`src/rtl/score_argmax.sv`:
```
// Argmax over the ten FC-layer class scores. It captures the score vector when the FC
// layer signals done, scans one score per cycle, and holds the winner for display.
module score_argmax #(
  parameter int BIT     = 16,
  parameter int N_CLASS = 10
) (
  input  logic                   clk,
  input  logic                   iRst_n,
  input  logic                   ena,
  input  logic                   start,
  input  logic [N_CLASS*BIT-1:0] scores,
  input  logic                   overflow_in,
  output logic                   busy,
  output logic                   done,
  output logic [3:0]             class_idx,
  output logic [BIT-1:0]         max_score,
  output logic [N_CLASS-1:0]     onehot,
  output logic                   overflow
);

  typedef enum logic [1:0] {IDLE = 2'd0, SCAN = 2'd1, DONE = 2'd2} state_t;

  localparam logic [3:0] LAST = 4'(N_CLASS - 1);

  state_t                         state;
  logic [N_CLASS-1:0][BIT-1:0]    snap;
  logic [3:0]                     cnt;

  // Sign-magnitude "a > b"; +0 and -0 compare equal.
  function automatic logic gt(input logic [BIT-1:0] a, input logic [BIT-1:0] b);
    logic [BIT-2:0] ma, mb;
    ma = a[BIT-2:0];
    mb = b[BIT-2:0];
    if (ma == '0 && mb == '0)        gt = 1'b0;
    else if (!a[BIT-1] && b[BIT-1])  gt = 1'b1;
    else if (a[BIT-1] && !b[BIT-1])  gt = 1'b0;
    else if (!a[BIT-1])              gt = (ma > mb);
    else                             gt = (ma < mb);
  endfunction

  logic [BIT-1:0] cur;
  logic           win;
  logic [3:0]     nxt_idx;
  logic [BIT-1:0] nxt_max;

  always_comb begin
    cur     = snap[cnt];
    win     = gt(cur, max_score);
    nxt_idx = win ? cnt : class_idx;
    nxt_max = win ? cur : max_score;
  end

  always_ff @(posedge clk) begin
    if (!iRst_n) begin
      state     <= IDLE;
      busy      <= 1'b0;
      done      <= 1'b0;
      overflow  <= 1'b0;
      class_idx <= '0;
      max_score <= '0;
      onehot    <= '0;
      snap      <= '0;
      cnt       <= '0;
    end else if (ena) begin
      case (state)
        IDLE: begin
          if (start) begin
            snap      <= scores;
            max_score <= scores[BIT-1:0];
            class_idx <= '0;
            cnt       <= 4'd1;
            busy      <= 1'b1;
            overflow  <= overflow_in;
            state     <= SCAN;
          end
        end
        SCAN: begin
          max_score <= nxt_max;
          class_idx <= nxt_idx;
          cnt       <= cnt + 4'd1;
          if (cnt == LAST) begin
            busy   <= 1'b0;
            done   <= 1'b1;
            onehot <= N_CLASS'(1) << nxt_idx;
            state  <= DONE;
          end
        end
        DONE: begin
          // Start is a level held by the FC layer; only its drop re-arms the block.
          if (!start) begin
            done   <= 1'b0;
            onehot <= '0;
            state  <= IDLE;
          end
        end
        default: state <= IDLE;
      endcase
    end
  end

endmodule

```
`config.mk`:
```
export PLATFORM = sky130hd
export DESIGN_NAME = score_argmax
export DESIGN_NICKNAME = d
export VERILOG_FILES = /design/src/rtl/score_argmax.sv
export SDC_FILE = /design/constraint.sdc
export NUM_CORES = 1
export LEC_CHECK = 0
export CORE_MARGIN = 4
export CORE_UTILIZATION = 55
export CTS_CLUSTER_DIAMETER = 200
export DETAILED_ROUTE_END_ITERATION = 16
export PLACE_DENSITY = 0.86
export SLEW_MARGIN = 20
export SYNTH_ARGS = -nofsm -noshare
export SYNTH_HDL_FRONTEND = slang
export SYNTH_SLANG_ARGS = --single-unit
export TNS_END_PERCENT = 30
```
`constraint.sdc`:
```
create_clock -name clk -period 11.9 [get_ports clk]
set_input_delay 2.975 -clock clk [delete_from_list [all_inputs] [get_ports clk]]
set_output_delay 2.975 -clock clk [all_outputs]
set_load 0.05 [all_outputs]
```
==> flow_results.xml <==
<?xml version="1.0" encoding="UTF-8"?>
<metrics>
  <group name="status">
    <metric name="outcome" unit="">finished, final reports clean</metric>
  </group>
  <group name="synth">
    <metric name="synthesis.nets" unit="">1290</metric>
    <metric name="synth-edff-count" unit="">0</metric>
    <metric name="post_synth.cell_area_avg" unit="um^2">8.19</metric>
    <metric name="seq_area_frac_synth" unit="%">43.9</metric>
    <metric name="dominantRegCellSynth" unit="">sky130_fd_sc_hd__dfxtp_1</metric>
    <metric name="synth_cell_types" unit="">59</metric>
    <metric name="ys.warnings.count" unit="">0</metric>
    <metric name="post_synth_inst_count" unit="">1108</metric>
    <metric name="post_synth_instance_area" unit="mm^2">0.00908</metric>
    <metric name="async_flop_share" unit="%">0</metric>
    <metric name="register_bit_count_reported_by_yosys" unit="">199</metric>
  </group>
  <group name="cts">
    <metric name="clock_tree.htree_level_count" unit="">4</metric>
    <metric name="post_cts_hold_buffer_count" unit="">0</metric>
    <metric name="cts_tree" unit="">done</metric>
    <metric name="cts_inserted_buffers" unit="">17</metric>
    <metric name="post_cts_buffers" unit="">0</metric>
    <metric name="cts_resized" unit="">0</metric>
    <metric name="cts.reportedPaths.clkPinSlew" unit="ns">0.07</metric>
    <metric name="cts_buffer_depth" unit="">2</metric>
    <metric name="clock_latency" unit="ns">0.44</metric>
    <metric name="clock_tree.root_cell" unit="">sky130_fd_sc_hd__clkbuf_16</metric>
    <metric name="numClockSinks" unit="">199</metric>
  </group>
  <group name="cells_and_area">
    <metric name="commonest_non_fill_non_tap_cells_in_the_layout" unit="">353 x sky130_fd_sc_hd__nand2_1, 198 x sky130_fd_sc_hd__dfxtp_1, 196 x sky130_fd_sc_hd__clkdlybuf4s50_1, 172 x sky130_fd_sc_hd__a21oi_1, 48 x sky130_fd_sc_hd__nor2_1</metric>
    <metric name="footprint_of_the_multi_input_gates" unit="mm^2">0.00465</metric>
    <metric name="finalCoreUtilization" unit="%">72.5</metric>
    <metric name="final_layout_size_suffix_gt1_share" unit="%">6.65</metric>
    <metric name="area_overhead_of_the_layout_relative_to_synthesis" unit="%">27.7</metric>
    <metric name="fin_cells" unit="">1479</metric>
    <metric name="n_fill_cell" unit="">1277</metric>
    <metric name="antenna_cells" unit="">0</metric>
    <metric name="mostFrequentLayoutCell" unit="">sky130_fd_sc_hd__nand2_1</metric>
    <metric name="fin_nets" unit="">1432</metric>
    <metric name="sequential_cell_area" unit="mm^2">0.00399</metric>
  </group>
  <group name="sta">
    <metric name="worst-slew-pin-transition" unit="ns">1.10</metric>
    <metric name="setup_tns" unit="ns">0</metric>
    <metric name="layout_min_cycle_time" unit="ns">5.53</metric>
    <metric name="timing.max_slew.rel_slack" unit="%">26.8</metric>
    <metric name="fin_crit_sh" unit="%">46.5</metric>
    <metric name="timing.final.setup_violations" unit="">0</metric>
    <metric name="maxClockFrequency" unit="MHz">181</metric>
    <metric name="rsz0062_at_grt" unit="">false</metric>
    <metric name="hold_viol" unit="">0</metric>
    <metric name="final-max-slew-violation-count" unit="">0</metric>
    <metric name="worst_setup_skew_after_layout" unit="ns">0.00917</metric>
  </group>
  <group name="floorplanning">
    <metric name="fp.dieW" unit="um">136</metric>
    <metric name="pin_count" unit="">198</metric>
    <metric name="placement_rows" unit="">46</metric>
    <metric name="floorplan.die_area" unit="mm^2">0.0186</metric>
    <metric name="start_util" unit="%">56.7</metric>
    <metric name="chipHeight" unit="um">136</metric>
    <metric name="design.core.area" unit="mm^2">0.0160</metric>
  </group>
  <group name="hold_path">
    <metric name="hp-class" unit="">reg2reg</metric>
  </group>
  <group name="route">
    <metric name="detailroute.via_count" unit="">8468</metric>
    <metric name="wl_per_cell" unit="um">17.5</metric>
    <metric name="first_pass_iters" unit="">5</metric>
    <metric name="drc" unit="">0</metric>
    <metric name="first_iter_violations" unit="">800</metric>
    <metric name="drt_wl_total" unit="um">26000</metric>
    <metric name="ant_nets" unit="">0</metric>
    <metric name="routed_via_density" unit="">5.73</metric>
  </group>
  <group name="global_routing">
    <metric name="global_route.overflow_total" unit="">0</metric>
    <metric name="grt_util_all_layers" unit="%">27.2</metric>
    <metric name="grt_max_degree" unit="">111</metric>
    <metric name="grt_first_pass_wirelength" unit="um">39800</metric>
    <metric name="grt_antenna_before_repair" unit="">0</metric>
    <metric name="first_global_vias" unit="">7769</metric>
  </group>
  <group name="critical_path">
    <metric name="timing.critical_path.arrival" unit="ns">5.87</metric>
    <metric name="crit_type" unit="">in2reg</metric>
    <metric name="critical_path.endpoint_type" unit="">register</metric>
    <metric name="reg2reg_depth" unit="">12</metric>
    <metric name="crit-reg2reg-launch" unit="">cnt[0]$_SDFFE_PN0P_</metric>
    <metric name="r2r-end" unit="">max_score[4]$_SDFFE_PN0P_</metric>
    <metric name="element_type_at_the_critical_path_start" unit="">primary input</metric>
    <metric name="worstSetupEndpoint" unit="">max_score[5]$_SDFFE_PN0P_</metric>
    <metric name="critPathRequiredTime" unit="ns">12.23</metric>
    <metric name="critPathLaunch" unit="">ena</metric>
    <metric name="critical_path_peak_fanout" unit="">106</metric>
    <metric name="r2r_slack" unit="ns">6.72</metric>
  </group>
  <group name="run">
    <metric name="number_of_max_cap_violations" unit="">0</metric>
  </group>
  <group name="pwr">
    <metric name="maximum_vdd_ir_drop" unit="mV">0.115</metric>
    <metric name="power.density" unit="mW/mm^2">135</metric>
    <metric name="power.leakage" unit="nW">4.23</metric>
    <metric name="design_power_total" unit="mW">1.56</metric>
  </group>
  <group name="placement">
    <metric name="dpl.cell_count" unit="">1447</metric>
    <metric name="weighted_congestion_reported_at_the_end_of_routability_driven_placement" unit="">0.966</metric>
    <metric name="port_buffers" unit="">197</metric>
    <metric name="hpwlAfterDp" unit="um">18700</metric>
  </group>
</metrics>
==> worst max-delay path, stage by stage <==
cell                              delay (ns)
sky130_fd_sc_hd__clkdlybuf4s50_1        0.50
sky130_fd_sc_hd__inv_1                  0.20
sky130_fd_sc_hd__or3_1                  0.22
sky130_fd_sc_hd__or2_4                  0.64
sky130_fd_sc_hd__buf_4                  0.90
sky130_fd_sc_hd__o2111ai_1              0.28
sky130_fd_sc_hd__o41ai_1                0.12
==> cell usage after synthesis, drive strengths merged (9+ instances only) <==
library cell    n  area, um^2
mux4           20         469
mux2           19         214
clkbuf         67         251
dfxtp         199        3980
or3            10        62.6
nor3            9        45.0
nand2         354        1330
a21oi         172         861
mux2i          38         380
nor2           49         184
ha             17         213
o22ai          12        75.1
buf            15         116
inv            23        86.3
==> logic make-up after synthesis <==
group / Yosys count / synth area share (%)
buf+inv: 106 / 5.04
compound gates: 239 / 15.4
simple gates: 468 / 21.5
fa+ha+maj: 17 / 2.34
mux: 77 / 11.7
flops: 199 / 43.9
xor+xnor: 2 / 0.193
==> where the power goes <==
part           total, mW  switching, mW  internal (mW)
Combinational      0.284          0.154          0.130
Sequential         0.726         0.0266          0.699
Clock              0.553          0.249          0.304
==> cell type report <==
type / instances / share of cell area [%]
Tap cell: 216 / 2.33
Timing Repair Buffer: 205 / 17.5
Multi-Input combinational cell: 803 / 40.1
Inverter: 24 / 0.798
Sequential cell: 199 / 34.4
Clock inverter: 8 / 0.518
Clock buffer: 24 / 4.42
==> flip-flops by register name (all words and copies together), names as in the netlist <==
register   count
class_idx      4
max_score     16
overflow       1
cnt            4
done           1
onehot        10
snap         160
busy           1
state          2
==> worst min-delay path by stage <==
stage | from | to | slack (ns) | cells after the start
after floorplan | snap[21]$_SDFFE_PN0P_ | snap[21]$_SDFFE_PN0P_ | 0.43 | 2
after global placement | snap[37]$_SDFFE_PN0P_ | snap[37]$_SDFFE_PN0P_ | 0.44 | 2
after detailed placement | snap[103]$_SDFFE_PN0P_ | snap[103]$_SDFFE_PN0P_ | 0.44 | 2
after CTS | snap[103]$_SDFFE_PN0P_ | snap[103]$_SDFFE_PN0P_ | 0.45 | 2
after global routing | snap[106]$_SDFFE_PN0P_ | snap[106]$_SDFFE_PN0P_ | 0.47 | 2
final | snap[88]$_SDFFE_PN0P_ | snap[88]$_SDFFE_PN0P_ | 0.45 | 2
==> layer usage <==
metal,global-route usage (%),vias up,wire (um)
met2,42.7,353,12000
met1,37.5,3980,11300
met3,5.29,52,1950
met5,0,-,0
li1,-,4083,-
met4,9.85,0,694
==> metrics by stage <==
stage               setup WS (ns)  area, um^2  hold slack (ns)
global placement             5.16       11000            0.438
global route                 6.16       11600            0.467
CTS                          5.60       11600            0.454
finish                       6.37       11600            0.453
floorplan                    7.36        9080            0.432
detailed placement           5.16       11000            0.444
Power figures use the tool's default switching activity.
